$ cat src/rtl/uart_bus_bridge.sv
// UART-to-bus debug bridge: 8N1 read/write commands on rx become bus transactions; status and read data return on tx.
// Optional bus timeout abort is enabled by defining UART_BRIDGE_TIMEOUT_EN.
module uart_bus_bridge #(
  parameter int clks_per_bit = 434,
  parameter int bus_timeout  = 1024
) (
  input  logic        clk,
  input  logic        rst_n,
  input  logic        rx,
  output logic        tx,
  output logic        bus_access,
  output logic [29:0] bus_addr,
  output logic [31:0] bus_wr_val,
  output logic        bus_wr_en,
  output logic [3:0]  bus_bytesel,
  input  logic        bus_ack,
  input  logic        bus_error,
  input  logic [31:0] bus_data
);

  localparam int CW = (clks_per_bit > 1) ? $clog2(clks_per_bit) : 1;
  localparam logic [CW-1:0] BIT_LAST  = CW'(clks_per_bit - 1);
  localparam logic [CW-1:0] HALF_LAST = CW'(clks_per_bit / 2 - 1);

  if (clks_per_bit < 4) begin : g_bad_clks_per_bit
    $error("clks_per_bit must be at least 4");
  end
  if (bus_timeout < 2) begin : g_bad_bus_timeout
    $error("bus_timeout must be at least 2");
  end

  // ---------------- RX engine ----------------
  typedef enum logic [1:0] {RX_IDLE, RX_START, RX_DATA, RX_STOP} rx_state_t;
  rx_state_t rx_state, rx_next;

  logic          rx_s1, rx_s2, rx_d;
  logic [CW-1:0] rx_cnt;
  logic [2:0]    rx_bit;
  logic [7:0]    rx_byte;
  logic          rx_tick, rx_strobe, rx_ferr;

  assign rx_tick   = (rx_cnt == BIT_LAST);
  assign rx_strobe = (rx_state == RX_STOP) && rx_tick && rx_s2;
  assign rx_ferr   = (rx_state == RX_STOP) && rx_tick && !rx_s2;

  always_ff @(posedge clk or negedge rst_n) begin
    if (!rst_n) begin
      rx_s1    <= 1'b1;
      rx_s2    <= 1'b1;
      rx_d     <= 1'b1;
      rx_state <= RX_IDLE;
    end else begin
      rx_s1    <= rx;
      rx_s2    <= rx_s1;
      rx_d     <= rx_s2;
      rx_state <= rx_next;
    end
  end

  always_comb begin
    rx_next = rx_state;
    case (rx_state)
      RX_IDLE:  if (rx_d && !rx_s2) rx_next = RX_START;
      RX_START: if (rx_cnt == HALF_LAST) rx_next = rx_s2 ? RX_IDLE : RX_DATA;
      RX_DATA:  if (rx_tick && rx_bit == 3'd7) rx_next = RX_STOP;
      RX_STOP:  if (rx_tick) rx_next = RX_IDLE;
      default:  rx_next = RX_IDLE;
    endcase
  end

  always_ff @(posedge clk or negedge rst_n) begin
    if (!rst_n) begin
      rx_cnt  <= '0;
      rx_bit  <= '0;
      rx_byte <= '0;
    end else begin
      if (rx_state == RX_IDLE || rx_state != rx_next || rx_tick) rx_cnt <= '0;
      else rx_cnt <= rx_cnt + 1'b1;
      if (rx_state == RX_START) rx_bit <= '0;
      if (rx_state == RX_DATA && rx_tick) begin
        rx_bit  <= rx_bit + 1'b1;
        rx_byte <= {rx_s2, rx_byte[7:1]};
      end
    end
  end

  // ---------------- command FSM ----------------
  typedef enum logic [2:0] {ST_IDLE, ST_ADDR, ST_DATA, ST_BUS, ST_RESP} st_t;
  st_t state, state_next;

  logic          is_wr;
  logic [1:0]    byte_cnt;
  logic [23:0]   addr_hi;
  logic [39:0]   resp_buf;
  logic [2:0]    resp_left;
  logic [CW-1:0] tx_cnt;
  logic [3:0]    tx_bit;
  logic [9:0]    tx_frame;
  logic          tx_tick;
  logic          timeout_hit;

  assign bus_access  = (state == ST_BUS);
  assign bus_wr_en   = bus_access && is_wr;
  assign bus_bytesel = {4{bus_access}};
  assign tx_frame    = {1'b1, resp_buf[39:32], 1'b0};
  assign tx_tick     = (tx_cnt == BIT_LAST);

`ifdef UART_BRIDGE_TIMEOUT_EN
  localparam int TW = (bus_timeout > 1) ? $clog2(bus_timeout) : 1;
  localparam logic [TW-1:0] TO_LAST = TW'(bus_timeout - 1);
  logic [TW-1:0] to_cnt;

  always_ff @(posedge clk or negedge rst_n) begin
    if (!rst_n)                to_cnt <= '0;
    else if (state == ST_BUS)  to_cnt <= to_cnt + 1'b1;
    else                       to_cnt <= '0;
  end
  assign timeout_hit = (state == ST_BUS) && (to_cnt == TO_LAST);
`else
  assign timeout_hit = 1'b0;
`endif

  always_ff @(posedge clk or negedge rst_n) begin
    if (!rst_n) state <= ST_IDLE;
    else        state <= state_next;
  end

  always_comb begin
    state_next = state;
    case (state)
      ST_IDLE:
        if (rx_strobe)
          state_next = (rx_byte == 8'h01 || rx_byte == 8'h02) ? ST_ADDR : ST_RESP;
      ST_ADDR:
        if (rx_ferr) state_next = ST_IDLE;
        else if (rx_strobe && byte_cnt == 2'd3) state_next = is_wr ? ST_DATA : ST_BUS;
      ST_DATA:
        if (rx_ferr) state_next = ST_IDLE;
        else if (rx_strobe && byte_cnt == 2'd3) state_next = ST_BUS;
      ST_BUS:
        if (bus_ack || bus_error || timeout_hit) state_next = ST_RESP;
      ST_RESP:
        if (tx_tick && tx_bit == 4'd9 && resp_left == 3'd1) state_next = ST_IDLE;
      default: state_next = ST_IDLE;
    endcase
  end

  always_ff @(posedge clk or negedge rst_n) begin
    if (!rst_n) begin
      is_wr      <= 1'b0;
      byte_cnt   <= '0;
      addr_hi    <= '0;
      bus_addr   <= '0;
      bus_wr_val <= '0;
      resp_buf   <= '0;
      resp_left  <= '0;
      tx_cnt     <= '0;
      tx_bit     <= '0;
      tx         <= 1'b1;
    end else begin
      tx <= 1'b1;
      case (state)
        ST_IDLE: begin
          byte_cnt <= '0;
          tx_cnt   <= '0;
          tx_bit   <= '0;
          if (rx_strobe) begin
            is_wr     <= (rx_byte == 8'h02);
            resp_buf  <= {8'hFF, 32'h0};
            resp_left <= 3'd1;
          end
        end
        ST_ADDR:
          if (rx_strobe) begin
            byte_cnt <= byte_cnt + 1'b1;
            // Only the word address is kept, so the last byte drops its two LSBs.
            if (byte_cnt == 2'd3) bus_addr <= {addr_hi, rx_byte[7:2]};
            else                  addr_hi  <= {addr_hi[15:0], rx_byte};
          end
        ST_DATA:
          if (rx_strobe) begin
            byte_cnt   <= byte_cnt + 1'b1;
            bus_wr_val <= {bus_wr_val[23:0], rx_byte};
          end
        ST_BUS: begin
          if (bus_ack || bus_error) begin
            resp_buf  <= {(bus_error ? 8'h01 : 8'h00), ((is_wr || bus_error) ? 32'h0 : bus_data)};
            resp_left <= is_wr ? 3'd1 : 3'd5;
          end else if (timeout_hit) begin
            resp_buf  <= {8'h02, 32'h0};
            resp_left <= is_wr ? 3'd1 : 3'd5;
          end
        end
        ST_RESP: begin
          tx <= tx_frame[tx_bit];
          if (tx_tick) begin
            tx_cnt <= '0;
            if (tx_bit == 4'd9) begin
              tx_bit    <= '0;
              resp_buf  <= {resp_buf[31:0], 8'h00};
              resp_left <= resp_left - 1'b1;
            end else begin
              tx_bit <= tx_bit + 1'b1;
            end
          end else begin
            tx_cnt <= tx_cnt + 1'b1;
          end
        end
        default: ;
      endcase
    end
  end

endmodule

$ cat config.mk
export PLATFORM = sky130hd
export DESIGN_NAME = uart_bus_bridge
export DESIGN_NICKNAME = d
export VERILOG_FILES = /design/src/rtl/uart_bus_bridge.sv
export SDC_FILE = /design/constraint.sdc
export NUM_CORES = 1
export LEC_CHECK = 0
export CAP_MARGIN = 30
export CORE_AREA = 5 5 129 131
export CTS_BUF_LIST = sky130_fd_sc_hd__clkbuf_8
export DETAILED_ROUTE_END_ITERATION = 6
export DIE_AREA = 0 0 134 136
export GPL_TIMING_DRIVEN = 0
export HOLD_SLACK_MARGIN = 0.05
export PLACE_DENSITY = 0.76
export REMOVE_ABC_BUFFERS = 1
export SLEW_MARGIN = 30
export SYNTH_ARGS = -nofsm -noshare
export SYNTH_HDL_FRONTEND = slang
export SYNTH_SLANG_ARGS = --single-unit
export TNS_END_PERCENT = 10
$ cat constraint.sdc
create_clock -name clk -period 2.2 [get_ports clk]
set_input_delay 0.44 -clock clk [delete_from_list [all_inputs] [get_ports clk]]
set_output_delay 0.44 -clock clk [all_outputs]
set_load 0.005 [all_outputs]
==> results of run 1 <==
-- flip-flops by register name (all words and copies together), names as in the netlist --
register / count
addr_hi: 24
bus_addr: 30
bus_wr_val: 32
byte_cnt: 2
is_wr: 1
resp_buf: 40
resp_left: 3
rx_bit: 3
rx_byte: 8
rx_cnt: 9
rx_d: 1
rx_s1: 1
rx_s2: 1
rx_state: 2
state: 3
tx: 1
tx_bit: 4
tx_cnt: 9
-- cells by family (layout without fill, tap and decap cells) --
group,count (synthesis),count (layout),synth area share [%]
AO/OA/AOI/OAI,137,137,11.14
adder cells (fa/ha/maj),12,12,1.986
buffers and inverters,53,213,3.409
XOR/XNOR,8,8,0.9268
multiplexers,99,99,14.85
flip-flops,174,174,57.66
AND/OR/NAND/NOR,151,151,10.03
-- layer usage --
metal	up-vias	wire length, um	part of all wire [%]
li1	2561	-	-
met1	2815	7316	41
met2	182	9287	52
met3	35	881	4.9
met4	0	346	1.9
met5	-	0	0
-- what timing repair did --
item | 4_1_cts | 5_1_grt
pin swaps | 6 | 24
endpoints found under the hold margin | 88 | 0
hold buffers | 1 | 0
gates resized for setup | 32 | 173
setup endpoints to repair | 152 | 153
cloned | 0 | 4
buffers inserted | 25 | 13
-- critical path, delay by kind of cell, from the launching register on --
family / cells / cell delay (ns)
adder cells (fa/ha/maj): 1 / 0.13
buffers and inverters: 3 / 0.48
flip-flops: 1 / 0.39
multiplexers: 1 / 0.36
AND/OR/NAND/NOR: 3 / 0.91
-- layout make-up --
type                    instances  area [sq um]
clock buffers                  19         261.5
clock inverters                12         185.2
fillers                      1053          5122
inverters                      15         63.81
multi-input cells             407          3447
flip-flops and latches        174          4367
well taps                     192         240.2
repair buffers                167          1795
-- cells in the final DEF (no fill, tap or decap), types with 16 or more instances in the layout --
cell	count
mux2_2	37
dfrtp_1	164
clkdlybuf4s50_1	99
o21ai_2	16
o21ai_0	32
a22oi_1	24
clkbuf_8	19
nor2_1	22
nand2_1	53
buf_4	31
o21ai_1	19
mux2_4	57
-- report_power, final --
| part | total (mW) | internal, mW | switching, mW |
|---|---|---|---|
| clock network | 2.47 | 1.30 | 1.16 |
| logic | 0.347 | 0.174 | 0.173 |
| registers | 3.32 | 3.25 | 0.0677 |
| total | 6.13 | 4.73 | 1.41 |
-- worst paths after layout --
kind / from / endpoint / slack [ns] / cells past startpoint
max in group asynchronous: rst_n / tx / 0.84 / 4
min: rx_s1 / rx_s2 / 0.37 / 0
min reg2reg: rx_s1 / rx_s2 / 0.37 / 0
min in group asynchronous: rst_n / bus_wr_val[21] / 0.57 / 3
max reg2reg: rx_cnt[1] / bus_wr_val[6] / -0.18 / 8
max: rx_cnt[1] / bus_wr_val[6] / -0.18 / 8
==> flow_metrics.py, run 1 <==
metrics = {
    "grt": {
        "grt_pass1_vias": 5660,
        "grt-ovfl-total": 0,
        "met1_usage_pct": 22.81,
        "grt_util_met3_pct": 4.774,
        "use_met2_pct": 30.99,
        "busiest_layer": "met2",
        "grt_pass1_wl_um": 27170,
        "grt_antenna_before_repair": 0,
        "grt_max_degree": 93,
        "grt_usage_pct": 18.34,
    },
    "worst_setup_path": {
        "start_kind": "flop",
        "cp.arrival_ns": 2.73,
        "critPathMaxFanout": 11,
        "slowest_stage": "or4_4",
        "critPathMaxStageDelay_ns": 0.57,
        "crit_top_cell": "buf_6",
        "worstSetupEndpointType": "flop",
        "required_ns": 2.55,
        "path_class": "reg2reg",
        "crit_chain": "inv_2 -> ha_4 -> nand4bb_1 -> or4_4 -> buf_6 -> nor3_4 -> buf_6 -> mux2_2",
    },
    "logic_synthesis": {
        "synth_edf_count": 0,
        "synth_area_leaders": "dfrtp_1 56%, mux2_2 13%, o21ai_0 4.4%, nand2_1 3.6%, a22oi_1 2.5%",
        "synth-main-ff-cell": "dfrtp_1",
        "ys_warn_count": 0,
        "ys_seq_area_share_pct": 57.66,
        "synth_top_area_cell": "dfrtp_1",
        "syn_avg_cell_area_sq_um": 11.92,
        "yosysTopAreaCellShare_pct": 56.27,
        "synthMostInstantiatedCell": "dfrtp_1",
        "synth_area_sq_um": 7560,
        "synth_seq_cells": 174,
        "synth_commonest_cells": "170 x dfrtp_1, 90 x mux2_2, 72 x nand2_1",
        "synth_cell_types": 57,
        "syn_inst": 634,
        "async_flop_share_pct": 100.0,
    },
    "cts": {
        "cts_buffer_depth": 2,
        "cts_max_level": 4,
        "cts_buffers": 17,
        "cts-root-buf": "clkbuf_8",
        "clk_latency_ns": 0.46,
        "cts.sinks": 174,
        "cts.clk_slew.worst_paths_ns": 0.09,
        "tritoncts": "done",
    },
    "sta": {
        "finalWorstSetupSlack_ns": -0.1763,
        "relSlewSlack_pct": 67.67,
        "grt_setup_unrepaired": "true",
        "whs_ns": 0.3686,
        "fmax_mhz": 420.8,
        "finalHoldViolCount": 0,
        "min_period_over_period_pct": 108.0,
        "report.final.slew_viol_count": 0,
        "setup_viol": 97,
        "tightestPinTransition_ns": 0.4849,
        "clock_skew_ns": 0.01559,
        "min_period_ns": 2.376,
        "fin_setup_tns_ns": -10.45,
    },
    "floorplan": {
        "initial_utilization_pct": 48.83,
        "die_area_sq_um": 18220,
        "io_pins": 106,
        "core_region_area_sq_um": 15480,
        "rows": 46,
        "die_h_um": 136,
        "fp.dieW_um": 134,
    },
    "route": {
        "vias_per_cell": 5.672,
        "wl_per_cell_um": 18.09,
        "drc_errors": 0,
        "dr.first_iter.drc_count": 383,
        "vias": 5593,
        "dr.pass1.iters": 5,
        "routed_wl_um": 17830,
        "postRouteAntennaNets": 0,
    },
    "place": {
        "post-place-ws_ns": -0.8604,
        "port_buffers": 105,
        "placed_cells": 912,
        "dp_hpwl_um": 10990,
        "globalplace.congestion": 0.7811,
        "placed_area_sq_um": 8892,
    },
    "run_status": {
        "violations": "negative setup slack",
        "status": "finished, violations left",
    },
    "final_layout": {
        "stdcell_area_sq_um": 10360,
        "num_antenna_cells": 0,
        "final_cells": 986,
        "nNetsFinal": 831,
        "final_core_util_pct": 66.91,
        "syn_to_final_growth_pct": 37.04,
        "drive_above_1_share_pct": 33.00,
    },
    "pwr": {
        "powerDensity_nw_per_um2": 591.8,
        "vdd_drop_max_mv": 0.4184,
        "leakage_nw": 4.644,
        "power_mw": 6.131,
    },
    "run": {
        "maxCapViolations": 0,
    },
    "worst_hold_path": {
        "holdCritPathClass": "reg2reg",
    },
}
(Power assumes the default switching activity.)
==> inputs of run 2 (changes only) <==
--- a/config.mk
+++ b/config.mk
@@ -6,11 +6,11 @@
 export NUM_CORES = 1
 export LEC_CHECK = 0
 export CAP_MARGIN = 30
-export CORE_AREA = 5 5 129 131
+export CORE_AREA = 2 2 126 128
 export CTS_BUF_LIST = sky130_fd_sc_hd__clkbuf_8
 export DETAILED_ROUTE_END_ITERATION = 6
-export DIE_AREA = 0 0 134 136
-export GPL_TIMING_DRIVEN = 0
+export DIE_AREA = 0 0 128 130
+export GPL_ROUTABILITY_DRIVEN = 0
 export HOLD_SLACK_MARGIN = 0.05
 export PLACE_DENSITY = 0.76
 export REMOVE_ABC_BUFFERS = 1
==> run 2 against run 1 <==
The flow still finishes with violations (negative setup slack). Sequential share of layout area rose by 2.4 points. Die area fell by 8.7%. Highest routed layer unchanged. Clock power fell by 12%. Largest power group unchanged. Clock-buffer cell count fell by 1. Critical path depth did not move.
==> flow_metrics.py, run 2 (same netlist as run 1, synthesis figures left out) <==
metrics = {
    "final_layout": {
        "stdcell_area_sq_um": 9784,
        "top_register": "resp_buf",
        "final_core_util_pct": 63.43,
        "mostFrequentLayoutCells": "169 x dfrtp_1, 98 x clkdlybuf4s50_1, 72 x mux2_2",
        "syn_to_final_growth_pct": 29.43,
        "layout_commonest_cell": "dfrtp_1",
        "top_regs": "resp_buf (40), bus_wr_val (32), bus_addr (30)",
        "drive_above_1_share_pct": 27.02,
        "nNetsFinal": 828,
        "largest_register_ffs": 40,
        "n_fill_cell": 1160,
        "num_antenna_cells": 0,
    },
    "sta": {
        "fmax_mhz": 415.5,
        "min_period_over_period_pct": 109.4,
        "report.final.slew_viol_count": 0,
        "tightestPinTransition_ns": 0.5213,
        "finalWorstSetupSlack_ns": -0.2069,
        "relSlewSlack_pct": 65.12,
        "min_period_ns": 2.407,
        "finalHoldViolCount": 0,
        "grt_setup_unrepaired": "true",
        "setup_viol": 78,
        "clock_skew_ns": 0.01564,
        "fin_setup_tns_ns": -8.409,
    },
    "worst_setup_path": {
        "crit_chain": "inv_2 -> ha_4 -> nand4bb_1 -> or4_4 -> nor4_4 -> buf_6 -> clkbuf_16 -> mux2_2",
        "slowest_stage": "or4_4",
        "required_ns": 2.57,
        "start_kind": "flop",
        "r2r-start": "rx_cnt[1]",
        "critPathMaxFanout": 7,
        "cp.arrival_ns": 2.78,
        "path_class": "reg2reg",
        "ff2ff_path_depth": 8,
        "r2r_slack_ns": -0.21,
        "critPathMaxStageDelay_ns": 0.58,
        "r2r-end": "bus_addr[27]",
        "worstSetupEndpointType": "flop",
    },
    "cts": {
        "tritoncts": "done",
        "cts_max_level": 4,
        "cts_buffers": 17,
        "cts.sinks": 174,
        "cts_buffer_depth": 2,
        "cts.clk_slew.worst_paths_ns": 0.09,
        "cts-root-buf": "clkbuf_8",
        "clk_latency_ns": 0.49,
    },
    "route": {
        "wl_per_cell_um": 16.25,
        "dr.first_iter.drc_count": 288,
        "vias_per_cell": 5.512,
        "postRouteAntennaNets": 0,
        "dr.pass1.iters": 5,
        "vias": 5424,
        "drc_errors": 0,
        "routed_wl_um": 15990,
    },
    "floorplan": {
        "die_h_um": 130,
        "io_pins": 106,
        "initial_utilization_pct": 49.01,
        "die_area_sq_um": 16640,
        "rows": 46,
        "core_region_area_sq_um": 15420,
        "fp.dieW_um": 128,
    },
    "pwr": {
        "vdd_drop_max_mv": 0.3235,
        "leakage_nw": 4.433,
        "power_mw": 5.874,
        "powerDensity_nw_per_um2": 600.3,
    },
    "run_status": {
        "status": "finished, violations left",
        "violations": "negative setup slack",
    },
    "run": {
        "maxCapViolations": 0,
    },
    "grt": {
        "grt_pass1_wl_um": 25580,
        "grt_max_degree": 84,
        "grt_pass1_vias": 5320,
        "grt-ovfl-total": 0,
        "grt_antenna_before_repair": 0,
        "grt_usage_pct": 19.30,
    },
    "place": {
        "placed_area_sq_um": 9119,
        "port_buffers": 105,
        "dp_hpwl_um": 10630,
    },
    "worst_hold_path": {
        "holdCritPathClass": "in2async",
    },
}
run 2: cell count changes in the layout (fill, tap and decap cells not counted), sizes merged:
| cell | delta |
|---|---|
| inv | +7 |
| dlygate4sd2 | +6 |
| dlymetal6s2s | -5 |
| bufinv | -4 |
| clkbuf | -3 |
| clkinvlp | -2 |
| buf | -1 |
| clkdlybuf4s50 | -1 |
| clkinv | +1 |
run 2: worst max path at each step:
| stage | from | slack [ns] | end |
|---|---|---|---|
| floorplan | state[2] | -6.01 | resp_buf[0] |
| global placement | tx_cnt[1] | -0.13 | state[0] |
| detailed placement | rx_cnt[1] | -0.18 | bus_addr[12] |
| CTS | rx_cnt[1] | -0.17 | bus_addr[12] |
| global route | rx_cnt[1] | -0.29 | bus_addr[14] |
| finish | rx_cnt[1] | -0.21 | bus_addr[27] |
run 2: worst max-delay path: cells and delay by family (launching register included):
kind          cells  cell delay [ns]
flops             1             0.40
buf+inv           3             0.42
fa+ha+maj         1             0.12
simple gates      3             1.02
mux               1             0.34
run 2: cell type report:
| type | instances | area, sq um | share of cell area [%] |
|---|---|---|---|
| Sequential cell | 174 | 4360 | 44.57 |
| Inverter | 15 | 56.30 | 0.5754 |
| Clock inverter | 14 | 141.4 | 1.445 |
| Timing Repair Buffer | 164 | 1620 | 16.56 |
| Clock buffer | 18 | 247.7 | 2.532 |
| Tap cell | 192 | 240.2 | 2.455 |
| Multi-Input combinational cell | 407 | 3118 | 31.87 |
run 2: per-layer routing:
| metal | wire length, um | global-route usage (%) |
|---|---|---|
| met1 | 6974 | 24.95 |
| met2 | 8052 | 32.09 |
| met3 | 751 | 3.854 |
| met4 | 212 | 8.209 |
| met5 | 0 | 0 |
run 2: timing repair:
item                       4_1_cts  5_1_grt
pin swaps                        5        1
setup buffers                    6        3
cloned                           0        3
hold endpoints to repair       130        0
gates resized for setup         22       25
setup endpoints to repair       96      154
hold buffers                     1        0
run 2: report_power, final:
part | leakage (nW) | internal, mW | switching [mW]
clock network | 0.195 | 0.871 | 1.30
logic | 1.84 | 0.214 | 0.209
registers | 2.40 | 3.25 | 0.0316
run 2: metrics by stage:
step / hold slack, ns / worst slack (ns) / cells
2_1_floorplan: 0.1444 / -6.009 / 596
3_3_place_gp: 0.2454 / -0.1316 / 940
3_5_place_dp: 0.2422 / -0.1843 / 940
4_1_cts: 0.2895 / -0.1730 / 979
5_1_grt: 0.3212 / -0.2937 / 984
6_report: 0.3188 / -0.2069 / 984
